**src/rtl/memory_port_arbiter_pkg.sv**
```systemverilog
// Shared types and default sizing for the two-requester RAM port arbiter.
package mem_arb_pkg;

  typedef enum logic {
    REQ_CPU = 1'b0,
    REQ_DMA = 1'b1
  } requester_id;

  localparam int DEFAULT_ADDR_WIDTH = 15;
  localparam int DEFAULT_DATA_WIDTH = 32;
  localparam int DEFAULT_MAX_WAIT   = 4;
  localparam int DEFAULT_CNT_WIDTH  = 16;

endpackage

```
**src/rtl/memory_port_arbiter_if.sv**
```systemverilog
// Request, response, RAM-side and profiling signals of the memory port arbiter.
interface memory_port_arbiter_if
  import mem_arb_pkg::*;
#(
  parameter int ADDR_WIDTH = DEFAULT_ADDR_WIDTH,
  parameter int DATA_WIDTH = DEFAULT_DATA_WIDTH,
  parameter int CNT_WIDTH  = DEFAULT_CNT_WIDTH
);
  localparam int BE_WIDTH = DATA_WIDTH / 8;

  logic                  Req0Valid, Req0Ready, Req0Write;
  logic [ADDR_WIDTH-1:0] Req0Address;
  logic [BE_WIDTH-1:0]   Req0ByteEnable;
  logic [DATA_WIDTH-1:0] Req0WriteData;
  logic                  Rsp0Valid;
  logic [DATA_WIDTH-1:0] Rsp0ReadData;

  logic                  Req1Valid, Req1Ready, Req1Write;
  logic [ADDR_WIDTH-1:0] Req1Address;
  logic [BE_WIDTH-1:0]   Req1ByteEnable;
  logic [DATA_WIDTH-1:0] Req1WriteData;
  logic                  Rsp1Valid;
  logic [DATA_WIDTH-1:0] Rsp1ReadData;

  logic                  MemEnable, MemWriteEnable;
  logic [ADDR_WIDTH-1:0] MemAddress;
  logic [BE_WIDTH-1:0]   MemByteEnable;
  logic [DATA_WIDTH-1:0] MemWriteData;
  logic [DATA_WIDTH-1:0] MemReadData;

  logic [CNT_WIDTH-1:0]  GrantCount0, GrantCount1, ConflictCount;

  modport master (
    output Req0Valid, Req0Write, Req0Address, Req0ByteEnable, Req0WriteData,
    output Req1Valid, Req1Write, Req1Address, Req1ByteEnable, Req1WriteData,
    output MemReadData,
    input  Req0Ready, Rsp0Valid, Rsp0ReadData, Req1Ready, Rsp1Valid, Rsp1ReadData,
    input  MemEnable, MemWriteEnable, MemAddress, MemByteEnable, MemWriteData,
    input  GrantCount0, GrantCount1, ConflictCount
  );

  modport slave (
    input  Req0Valid, Req0Write, Req0Address, Req0ByteEnable, Req0WriteData,
    input  Req1Valid, Req1Write, Req1Address, Req1ByteEnable, Req1WriteData,
    input  MemReadData,
    output Req0Ready, Rsp0Valid, Rsp0ReadData, Req1Ready, Rsp1Valid, Rsp1ReadData,
    output MemEnable, MemWriteEnable, MemAddress, MemByteEnable, MemWriteData,
    output GrantCount0, GrantCount1, ConflictCount
  );

endinterface

```
**src/rtl/memory_port_arbiter_sat_counter.sv**
```systemverilog
// Up-counter that sticks at all-ones instead of wrapping.
module sat_counter #(
  parameter int WIDTH = 16
) (
  input  logic             Clock,
  input  logic             Reset,
  input  logic             Increment,
  output logic [WIDTH-1:0] Count
);

  localparam logic [WIDTH-1:0] ONE = {{(WIDTH-1){1'b0}}, 1'b1};

  // Count state: advance on Increment unless already saturated
  always_ff @(posedge Clock or negedge Reset) begin
    if (!Reset) begin
      Count <= '0;
    end else if (Increment && (Count != '1)) begin
      Count <= Count + ONE;
    end else begin
      Count <= Count;
    end
  end

endmodule

```
**src/rtl/memory_port_arbiter.sv**
```systemverilog
// Shares one single-cycle-read RAM port between the CPU (fixed priority) and
// a DMA engine whose wait is bounded, and routes read data back by tag.
module memory_port_arbiter
  import mem_arb_pkg::*;
#(
  parameter int ADDR_WIDTH = DEFAULT_ADDR_WIDTH,
  parameter int DATA_WIDTH = DEFAULT_DATA_WIDTH,
  parameter int MAX_WAIT   = DEFAULT_MAX_WAIT,
  parameter int CNT_WIDTH  = DEFAULT_CNT_WIDTH
) (
  input logic                  Clock,
  input logic                  Reset,
  memory_port_arbiter_if.slave bus
);

  localparam logic [3:0] MAX_WAIT_C = 4'(MAX_WAIT);

  logic        grant0_s, grant1_s;
  logic [3:0]  wait_count_r;
  logic        rsp_pending_r;
  requester_id rsp_tag_r;

  // Same-cycle grant; port 1 wins only when port 0 is idle or it has waited out
  always_comb begin
    grant0_s = 1'b0;
    grant1_s = 1'b0;
    if (Reset) begin
      grant1_s = bus.Req1Valid && (!bus.Req0Valid || (wait_count_r == MAX_WAIT_C));
      grant0_s = bus.Req0Valid && !grant1_s;
    end else begin
      grant0_s = 1'b0;
      grant1_s = 1'b0;
    end
  end

  assign bus.Req0Ready = grant0_s;
  assign bus.Req1Ready = grant1_s;

  // RAM-side mux from the granted port, zeros when idle
  always_comb begin
    bus.MemEnable      = 1'b0;
    bus.MemWriteEnable = 1'b0;
    bus.MemAddress     = '0;
    bus.MemByteEnable  = '0;
    bus.MemWriteData   = '0;
    if (grant1_s) begin
      bus.MemEnable      = 1'b1;
      bus.MemWriteEnable = bus.Req1Write;
      bus.MemAddress     = bus.Req1Address;
      bus.MemByteEnable  = bus.Req1ByteEnable;
      bus.MemWriteData   = bus.Req1WriteData;
    end else if (grant0_s) begin
      bus.MemEnable      = 1'b1;
      bus.MemWriteEnable = bus.Req0Write;
      bus.MemAddress     = bus.Req0Address;
      bus.MemByteEnable  = bus.Req0ByteEnable;
      bus.MemWriteData   = bus.Req0WriteData;
    end else begin
      bus.MemEnable      = 1'b0;
    end
  end

  // Starvation counter: consecutive cycles port 1 has been denied
  always_ff @(posedge Clock or negedge Reset) begin
    if (!Reset) begin
      wait_count_r <= 4'd0;
    end else if (grant1_s || !bus.Req1Valid) begin
      wait_count_r <= 4'd0;
    end else if (wait_count_r != MAX_WAIT_C) begin
      wait_count_r <= wait_count_r + 4'd1;
    end else begin
      wait_count_r <= wait_count_r;
    end
  end

  // Remember which port owns the read data arriving next cycle
  always_ff @(posedge Clock or negedge Reset) begin
    if (!Reset) begin
      rsp_pending_r <= 1'b0;
      rsp_tag_r     <= REQ_CPU;
    end else begin
      rsp_pending_r <= (grant0_s && !bus.Req0Write) || (grant1_s && !bus.Req1Write);
      rsp_tag_r     <= grant1_s ? REQ_DMA : REQ_CPU;
    end
  end

  // Steer RAM read data to the tagged port only
  always_comb begin
    bus.Rsp0Valid    = 1'b0;
    bus.Rsp0ReadData = '0;
    bus.Rsp1Valid    = 1'b0;
    bus.Rsp1ReadData = '0;
    if (rsp_pending_r && (rsp_tag_r == REQ_CPU)) begin
      bus.Rsp0Valid    = 1'b1;
      bus.Rsp0ReadData = bus.MemReadData;
    end else if (rsp_pending_r && (rsp_tag_r == REQ_DMA)) begin
      bus.Rsp1Valid    = 1'b1;
      bus.Rsp1ReadData = bus.MemReadData;
    end else begin
      bus.Rsp0Valid    = 1'b0;
    end
  end

  sat_counter #(.WIDTH(CNT_WIDTH)) u_grant_count0 (
    .Clock(Clock), .Reset(Reset), .Increment(grant0_s), .Count(bus.GrantCount0)
  );

  sat_counter #(.WIDTH(CNT_WIDTH)) u_grant_count1 (
    .Clock(Clock), .Reset(Reset), .Increment(grant1_s), .Count(bus.GrantCount1)
  );

  sat_counter #(.WIDTH(CNT_WIDTH)) u_conflict_count (
    .Clock(Clock), .Reset(Reset), .Increment(bus.Req0Valid && bus.Req1Valid),
    .Count(bus.ConflictCount)
  );

endmodule

```
**src/flat_wrapper.sv**
```systemverilog
// flat-port wrapper written by rule: the top's interface ports become plain ports
module memory_port_arbiter_flat import mem_arb_pkg::*;
#(
  parameter int ADDR_WIDTH = DEFAULT_ADDR_WIDTH,
  parameter int DATA_WIDTH = DEFAULT_DATA_WIDTH,
  parameter int MAX_WAIT   = DEFAULT_MAX_WAIT,
  parameter int CNT_WIDTH  = DEFAULT_CNT_WIDTH
)
  (Clock, Reset, bus_Req0Valid, bus_Req0Write, bus_Req0Address, bus_Req0ByteEnable, bus_Req0WriteData, bus_Req1Valid, bus_Req1Write, bus_Req1Address, bus_Req1ByteEnable, bus_Req1WriteData, bus_MemReadData, bus_Req0Ready, bus_Rsp0Valid, bus_Rsp0ReadData, bus_Req1Ready, bus_Rsp1Valid, bus_Rsp1ReadData, bus_MemEnable, bus_MemWriteEnable, bus_MemAddress, bus_MemByteEnable, bus_MemWriteData, bus_GrantCount0, bus_GrantCount1, bus_ConflictCount);
  memory_port_arbiter_if #(.ADDR_WIDTH(ADDR_WIDTH), .DATA_WIDTH(DATA_WIDTH), .CNT_WIDTH(CNT_WIDTH)) bus_i ();
  input logic Clock;
  input logic Reset;
  input wire logic [$bits(bus_i.Req0Valid)-1:0] bus_Req0Valid;
  input wire logic [$bits(bus_i.Req0Write)-1:0] bus_Req0Write;
  input wire logic [$bits(bus_i.Req0Address)-1:0] bus_Req0Address;
  input wire logic [$bits(bus_i.Req0ByteEnable)-1:0] bus_Req0ByteEnable;
  input wire logic [$bits(bus_i.Req0WriteData)-1:0] bus_Req0WriteData;
  input wire logic [$bits(bus_i.Req1Valid)-1:0] bus_Req1Valid;
  input wire logic [$bits(bus_i.Req1Write)-1:0] bus_Req1Write;
  input wire logic [$bits(bus_i.Req1Address)-1:0] bus_Req1Address;
  input wire logic [$bits(bus_i.Req1ByteEnable)-1:0] bus_Req1ByteEnable;
  input wire logic [$bits(bus_i.Req1WriteData)-1:0] bus_Req1WriteData;
  input wire logic [$bits(bus_i.MemReadData)-1:0] bus_MemReadData;
  output wire logic [$bits(bus_i.Req0Ready)-1:0] bus_Req0Ready;
  output wire logic [$bits(bus_i.Rsp0Valid)-1:0] bus_Rsp0Valid;
  output wire logic [$bits(bus_i.Rsp0ReadData)-1:0] bus_Rsp0ReadData;
  output wire logic [$bits(bus_i.Req1Ready)-1:0] bus_Req1Ready;
  output wire logic [$bits(bus_i.Rsp1Valid)-1:0] bus_Rsp1Valid;
  output wire logic [$bits(bus_i.Rsp1ReadData)-1:0] bus_Rsp1ReadData;
  output wire logic [$bits(bus_i.MemEnable)-1:0] bus_MemEnable;
  output wire logic [$bits(bus_i.MemWriteEnable)-1:0] bus_MemWriteEnable;
  output wire logic [$bits(bus_i.MemAddress)-1:0] bus_MemAddress;
  output wire logic [$bits(bus_i.MemByteEnable)-1:0] bus_MemByteEnable;
  output wire logic [$bits(bus_i.MemWriteData)-1:0] bus_MemWriteData;
  output wire logic [$bits(bus_i.GrantCount0)-1:0] bus_GrantCount0;
  output wire logic [$bits(bus_i.GrantCount1)-1:0] bus_GrantCount1;
  output wire logic [$bits(bus_i.ConflictCount)-1:0] bus_ConflictCount;
  assign bus_i.Req0Valid = bus_Req0Valid;
  assign bus_i.Req0Write = bus_Req0Write;
  assign bus_i.Req0Address = bus_Req0Address;
  assign bus_i.Req0ByteEnable = bus_Req0ByteEnable;
  assign bus_i.Req0WriteData = bus_Req0WriteData;
  assign bus_i.Req1Valid = bus_Req1Valid;
  assign bus_i.Req1Write = bus_Req1Write;
  assign bus_i.Req1Address = bus_Req1Address;
  assign bus_i.Req1ByteEnable = bus_Req1ByteEnable;
  assign bus_i.Req1WriteData = bus_Req1WriteData;
  assign bus_i.MemReadData = bus_MemReadData;
  assign bus_Req0Ready = bus_i.Req0Ready;
  assign bus_Rsp0Valid = bus_i.Rsp0Valid;
  assign bus_Rsp0ReadData = bus_i.Rsp0ReadData;
  assign bus_Req1Ready = bus_i.Req1Ready;
  assign bus_Rsp1Valid = bus_i.Rsp1Valid;
  assign bus_Rsp1ReadData = bus_i.Rsp1ReadData;
  assign bus_MemEnable = bus_i.MemEnable;
  assign bus_MemWriteEnable = bus_i.MemWriteEnable;
  assign bus_MemAddress = bus_i.MemAddress;
  assign bus_MemByteEnable = bus_i.MemByteEnable;
  assign bus_MemWriteData = bus_i.MemWriteData;
  assign bus_GrantCount0 = bus_i.GrantCount0;
  assign bus_GrantCount1 = bus_i.GrantCount1;
  assign bus_ConflictCount = bus_i.ConflictCount;
  memory_port_arbiter #(.ADDR_WIDTH(ADDR_WIDTH), .DATA_WIDTH(DATA_WIDTH), .MAX_WAIT(MAX_WAIT), .CNT_WIDTH(CNT_WIDTH)) u_core (.Clock(Clock), .Reset(Reset), .bus(bus_i));
endmodule
```
**config.mk**
```make
export PLATFORM = sky130hd
export DESIGN_NAME = memory_port_arbiter_flat
export DESIGN_NICKNAME = d
export VERILOG_FILES = /design/src/rtl/memory_port_arbiter_pkg.sv /design/src/rtl/memory_port_arbiter_if.sv /design/src/rtl/memory_port_arbiter_sat_counter.sv /design/src/rtl/memory_port_arbiter.sv /design/src/flat_wrapper.sv
export SDC_FILE = /design/constraint.sdc
export NUM_CORES = 1
export LEC_CHECK = 0
export ABC_CLOCK_PERIOD_IN_PS = 6570
export CAP_MARGIN = 20
export CORE_AREA = 5 5 116 118
export CTS_BUF_LIST = sky130_fd_sc_hd__clkbuf_2
export DETAILED_ROUTE_END_ITERATION = 12
export DIE_AREA = 0 0 121 123
export DONT_BUFFER_PORTS = 1
export PLACE_DENSITY = 0.44
export SYNTH_ARGS = -nofsm -noshare
export SYNTH_HDL_FRONTEND = slang
export SYNTH_SLANG_ARGS = --single-unit
```
**constraint.sdc**
```tcl
create_clock -name Clock -period 6.57 [get_ports Clock]
set_input_delay 1.314 -clock Clock [delete_from_list [all_inputs] [get_ports Clock]]
set_output_delay 1.314 -clock Clock [all_outputs]
set_load 0.02 [all_outputs]
```
-- Word-level counts from Yosys, hierarchy flattened
Cells that the tools add are included.
- equality and inequality tests: 5
- bitwise logic cells: 1
- muxes and demuxes: 21
- reduce and logical (&&, ||, !) cells: 19
- add/sub/neg operators: 4
- operator list (operator ; number):
    32-bit two-way mux ; 5
    16-bit by 1-bit adder with 16-bit output (second input constant) ; 3
    16-bit != test (second input constant) ; 3
    15-bit two-way mux ; 2
    4-bit two-way mux ; 4
    1-bit logical AND ; 10
    1-bit two-way mux ; 10
    1-bit logical NOT ; 5
    4-bit by 1-bit adder with 4-bit output (second input constant) ; 1
    4-bit by 3-bit equality test with 1-bit output (second input constant) ; 1
    4-bit by 3-bit != test with 1-bit output (second input constant) ; 1
    1-bit logical OR ; 3
    2-bit nonzero test ; 1
    1-bit inverter ; 1
- bits of input ports: 140
- output and inout bits: 169
- flip-flop bits (word level): 54
- word-level logic and storage cells: 56

-- Depth between registers and ports, before layout
- depth after elaboration: 8
- gate-level depth with buffers: 8
- gate-level depth less buffers: 7

-- Modules after synthesis
A second synthesis with hierarchy kept.
- cell total of the unflattened synthesis: 393
- area total of the unflattened synthesis: 3978.8 µm²
- modules (own cells, without submodules) (module ; area each (µm²) ; instances ; cells an instance ; seq. area each (µm²)):
    sat_counter (u_core.u_conflict_count ...) ; 859.6 ; 2 ; 72 ; 400.4
    memory_port_arbiter ; 1375.1 ; 1 ; 172 ; 150.1
    sat_counter (u_core.u_grant_count1) ; 884.6 ; 1 ; 77 ; 400.4

-- Worst setup path after synthesis
No wires, ideal clock.
- kind: input to output
- start point: in bus_Req1Valid
- end point: out bus_MemAddress[10]
- stages on the path: 6
- required time: 5.256 ns
- path slack: 2.680 ns
- arrival: 2.576 ns
- path buffers: 2
- path through: and4b_1 > or2_2 > buf_2 > inv_2 > buf_2 > a22o_1
- longest elaborated chain between the ends: 6
- elaborated cells between the ends (all ways): 7
- classes of those cells: mux: 4; reduce/logical: 3
- RTL lines (item ; RTL line ; text):
    start, declared ; flat_wrapper.sv:18 ; input wire logic [$bits(bus_i.Req1Valid)-1:0] bus_Req1Valid;
    1-bit logical AND ; memory_port_arbiter.sv:28 ; grant1_s = bus.Req1Valid && (!bus.Req0Valid || (wait_count_r == MAX_WAIT_C));
    1-bit logical NOT ; memory_port_arbiter.sv:29 ; grant0_s = bus.Req0Valid && !grant1_s;
    1-bit logical AND ; memory_port_arbiter.sv:29 ;
    1-bit two-way mux ; memory_port_arbiter.sv:27 ; if (Reset) begin
    net bus_Req0Ready ; flat_wrapper.sv:24 ; output wire logic [$bits(bus_i.Req0Ready)-1:0] bus_Req0Ready;
    15-bit two-way mux ; memory_port_arbiter.sv:52 ; end else if (grant0_s) begin
    15-bit two-way mux ; memory_port_arbiter.sv:46 ; if (grant1_s) begin
    end, declared ; flat_wrapper.sv:32 ; output wire logic [$bits(bus_i.MemAddress)-1:0] bus_MemAddress;
The timed path passes the listed nets, and every way through them passes these cells.

-- Worst setup path after layout
- start point: reg u_core.wait_count_r[0]
- end point: out bus_MemAddress[10]
- elaborated cells between the ends (all ways): 9
- classes of those cells: eq/ne: 1; mux: 4; reduce/logical: 4
- RTL lines (item ; RTL line ; text):
    start, declared ; memory_port_arbiter.sv:19 ; logic [3:0] wait_count_r;
    start signal, assigned ; memory_port_arbiter.sv:70 ; wait_count_r <= wait_count_r + 4'd1;
    start signal, assigned ; memory_port_arbiter.sv:72 ; wait_count_r <= wait_count_r;
    4-bit by 3-bit equality test with 1-bit output ; memory_port_arbiter.sv:28 ;
    1-bit logical OR ; memory_port_arbiter.sv:28 ;
    1-bit logical AND ; memory_port_arbiter.sv:28 ;
    1-bit two-way mux ; memory_port_arbiter.sv:27 ;
    net bus_Req1Ready ; flat_wrapper.sv:27 ; output wire logic [$bits(bus_i.Req1Ready)-1:0] bus_Req1Ready;
    15-bit two-way mux ; memory_port_arbiter.sv:46 ;
The timed path passes the listed nets, and every way through them passes these cells.

==> flow_metrics.env <==
export IMPL_p_clk_frac=0.166
export IMPL_tightest_slew_ns=0.962
export IMPL_drive_gt1_frac=0.0716
export IMPL_worstSetupEndpointType="output pin"
export IMPL_drt_initial_drc_count=210
export IMPL_synthTopCellsByArea="dfrtp_1, a22o_1, and3_1"
export IMPL_synth_nets=521
export IMPL_finalWirelength_um=15400
export IMPL_initial_utilization=0.288
export IMPL_synth_top_cell_area_share=0.379
export IMPL_route_detailed_drc=0
export IMPL_antenna_found_initial=8
export IMPL_port_buffers=0
export IMPL_dr_pass1_iters=4
export IMPL_path_clk_slew_ns=0.33
export IMPL_setup_viol=0
export IMPL_viasPerCell=5.90
export IMPL_p_leak_nw=1.67
export IMPL_max_freq_ghz=0.228
export IMPL_die_w_um=121
export IMPL_tns_ns=0
export IMPL_clock_sinks=54
export IMPL_ys_seq_elements=54
export IMPL_clock_skew_ns=0.0237
export IMPL_power_switching_w=0.000421
export IMPL_ys_flop_type="dfrtp_1"
export IMPL_area_growth_pct=5.47
export IMPL_hold_ws_ns=0.467
export IMPL_grt_pass1_wl_um=20100
export IMPL_netSwitchingFraction=0.457
export IMPL_synthDistinctLibCells=42
export IMPL_hold_class="input pin to async pin"
export IMPL_finalMaxSlewViolations=0
export IMPL_p_total_w=0.000922
export IMPL_max_cap_viol_count=0
export IMPL_nNetsFinal=507
export IMPL_num_rows=41
export IMPL_die_h_um=123
export IMPL_avgSynthCellArea_sq_um=9.48
export IMPL_seqPwrFrac=0.614
export IMPL_finalCriticalPeriod_ns=4.39
export IMPL_hold_viol=0
export IMPL_slew_headroom=0.358
export IMPL_vias=3168
export IMPL_ant_nets=0
export IMPL_cts_buffer_depth=2
export IMPL_rsz0062_at_grt="no"
export IMPL_ir_drop_v=0.000149
export IMPL_async_flop_share=1.00
export IMPL_comb_power_share=0.220
export IMPL_synth_edff_count=0
export IMPL_outcome="finished clean"
export IMPL_hold_buffers=0
export IMPL_h_tree_depth=2
export IMPL_grt_max_degree=58
export IMPL_cp_max_fo=55
export IMPL_overflow=0
export IMPL_ys_seq_area_frac=0.379
export IMPL_timing_final_crit_share=0.668
export IMPL_cts_setup_buffers=0
export IMPL_dp_hpwl_um=12800
export IMPL_wire_per_inst_um=28.6
export IMPL_crit_arrival_ns=3.08
export IMPL_cts_made_buffers=5
export IMPL_power_per_cell_area_nw_per_um2=245
export IMPL_root_buffer="clkbuf_2"
export IMPL_start_kind="flip-flop"
export IMPL_grt_usage=0.185
export IMPL_first_global_vias=2852
export IMPL_clk_latency_ns=0.47
export IMPL_tritoncts="yes"
export IMPL_gp_congestion=0.766
export IMPL_intPower_w=0.000501
export IMPL_yosys_top_cells_count="dfrtp_1, a22o_1, and3_1, and2_1, xnor2_1"
export IMPL_cp_required_ns=5.26
export IMPL_yosysTopAreaCell="dfrtp_1"
export IMPL_crit_type="flip-flop to output pin"
export IMPL_synth_area_sq_um=3570
export IMPL_postCtsResizedCells=0
export IMPL_synthMostInstantiatedCell="dfrtp_1"
export IMPL_coreArea_sq_um=12400
export IMPL_dieArea_sq_um=14900
export IMPL_io_pins=309
export IMPL_synthCells=376
export IMPL_ys_warn_count=0
## cells by family (layout without fill, tap and decap cells)
kind of cell	after synthesis	after routing	share of synthesized area
and+or+nand+nor	175	175	0.293
AOI/OAI and AO/OA	70	70	0.161
DFF	54	54	0.379
xor gates and xnor gates	40	40	0.0982
buffers and inverters	26	13	0.0312
muxes	6	6	0.0200
adders and majority gates	5	5	0.0175
other	0	2	0
## metrics by stage
step	cells	util	instance area, sq um	worst slack, ns
after floorplan	376	-	3570	2.68
after global routing	535	0.304	3760	1.99
after global placement	526	0.298	3690	2.30
after CTS	534	0.303	3740	2.19
after detailed placement	526	0.298	3690	2.24
final	537	0.304	3760	2.18
## cell type report
| class | count | area [sq um] |
|---|---|---|
| Antenna cell | 2 | 5.00 |
| Sequential cell | 54 | 1350 |
| Clock buffer | 5 | 25.0 |
| Multi-Input combinational cell | 296 | 2110 |
| Fill cell | 1269 | 8600 |
| Timing Repair Buffer | 1 | 15.0 |
| Clock inverter | 3 | 28.8 |
| Tap cell | 172 | 215 |
| Inverter | 4 | 15.0 |
## layer usage
layer	up-vias	wire, um	global-route usage
met4	12	62	0.0149
met5	-	89	0
met2	192	6090	0.235
li1	1382	-	-
met1	1564	6440	0.254
met3	18	2700	0.145
## critical path: stages, from the launching register on
cell and delay [ns]:
dfrtp_1 0.50, inv_1 0.07, ha_1 0.18, nand3b_1 0.26, a21o_1 0.40, inv_2 0.74
a22o_1 0.44
## power groups by stage
stage / Combinational, W / Sequential (W) / Clock [W]
6_report: 0.000203 / 0.000566 / 0.000153
5_1_grt: 0.000223 / 0.000584 / 0.000173
4_1_cts: 0.000203 / 0.000571 / 0.000164
3_5_place_dp: 0.000203 / 0.000577 / 0
3_3_place_gp: 0.000200 / 0.000577 / 0
2_1_floorplan: 0.000184 / 0.000526 / 0
## placed cells by master (no fill, tap or decap), types with 2 or more instances in the layout
cell type,instances
mux2_2,5
a41oi_1,2
and3_1,38
nor3_1,8
dfrtp_1,54
nand4_1,19
nand3_1,21
ha_1,5
a211oi_1,2
xnor2_1,27
a22o_1,52
a31oi_1,2
and2_1,33
nor2_1,11
xor2_1,13
o211ai_1,2
and4_1,2
diode_2,2
or2_2,3
and4_2,2
inv_1,2
a21oi_1,6
and4b_1,2
clkbuf_2,5
nand2_1,16
or4_1,2
clkinv_4,2
nor4_1,8
inv_2,2
## sequential cells by signal, indices dropped and copies added (netlist names)
name                           cells
u_core.u_conflict_count.Count     16
u_core.u_grant_count0.Count       16
u_core.u_grant_count1.Count       16
u_core.wait_count_r                4
u_core.rsp_pending_r               1
u_core.rsp_tag_r                   1
## worst paths after layout
kind                       cells after the start                           endpoint                   start  slack, ns
setup / recovery                               6                 bus_MemAddress[10]  u_core.wait_count_r[0]       2.18
hold / removal                                 0  u_core.u_conflict_count.Count[14]                   Reset       0.47
setup reg to reg                               7     u_core.u_grant_count1.Count[2]  u_core.wait_count_r[0]       3.95
hold reg to reg                                2             u_core.wait_count_r[3]  u_core.wait_count_r[3]       0.61
max in group asynchronous                      0     u_core.u_grant_count0.Count[0]                   Reset       5.99
min in group Clock                             2             u_core.wait_count_r[3]  u_core.wait_count_r[3]       0.61
Note: power is estimated with default switching activity, not from simulation.
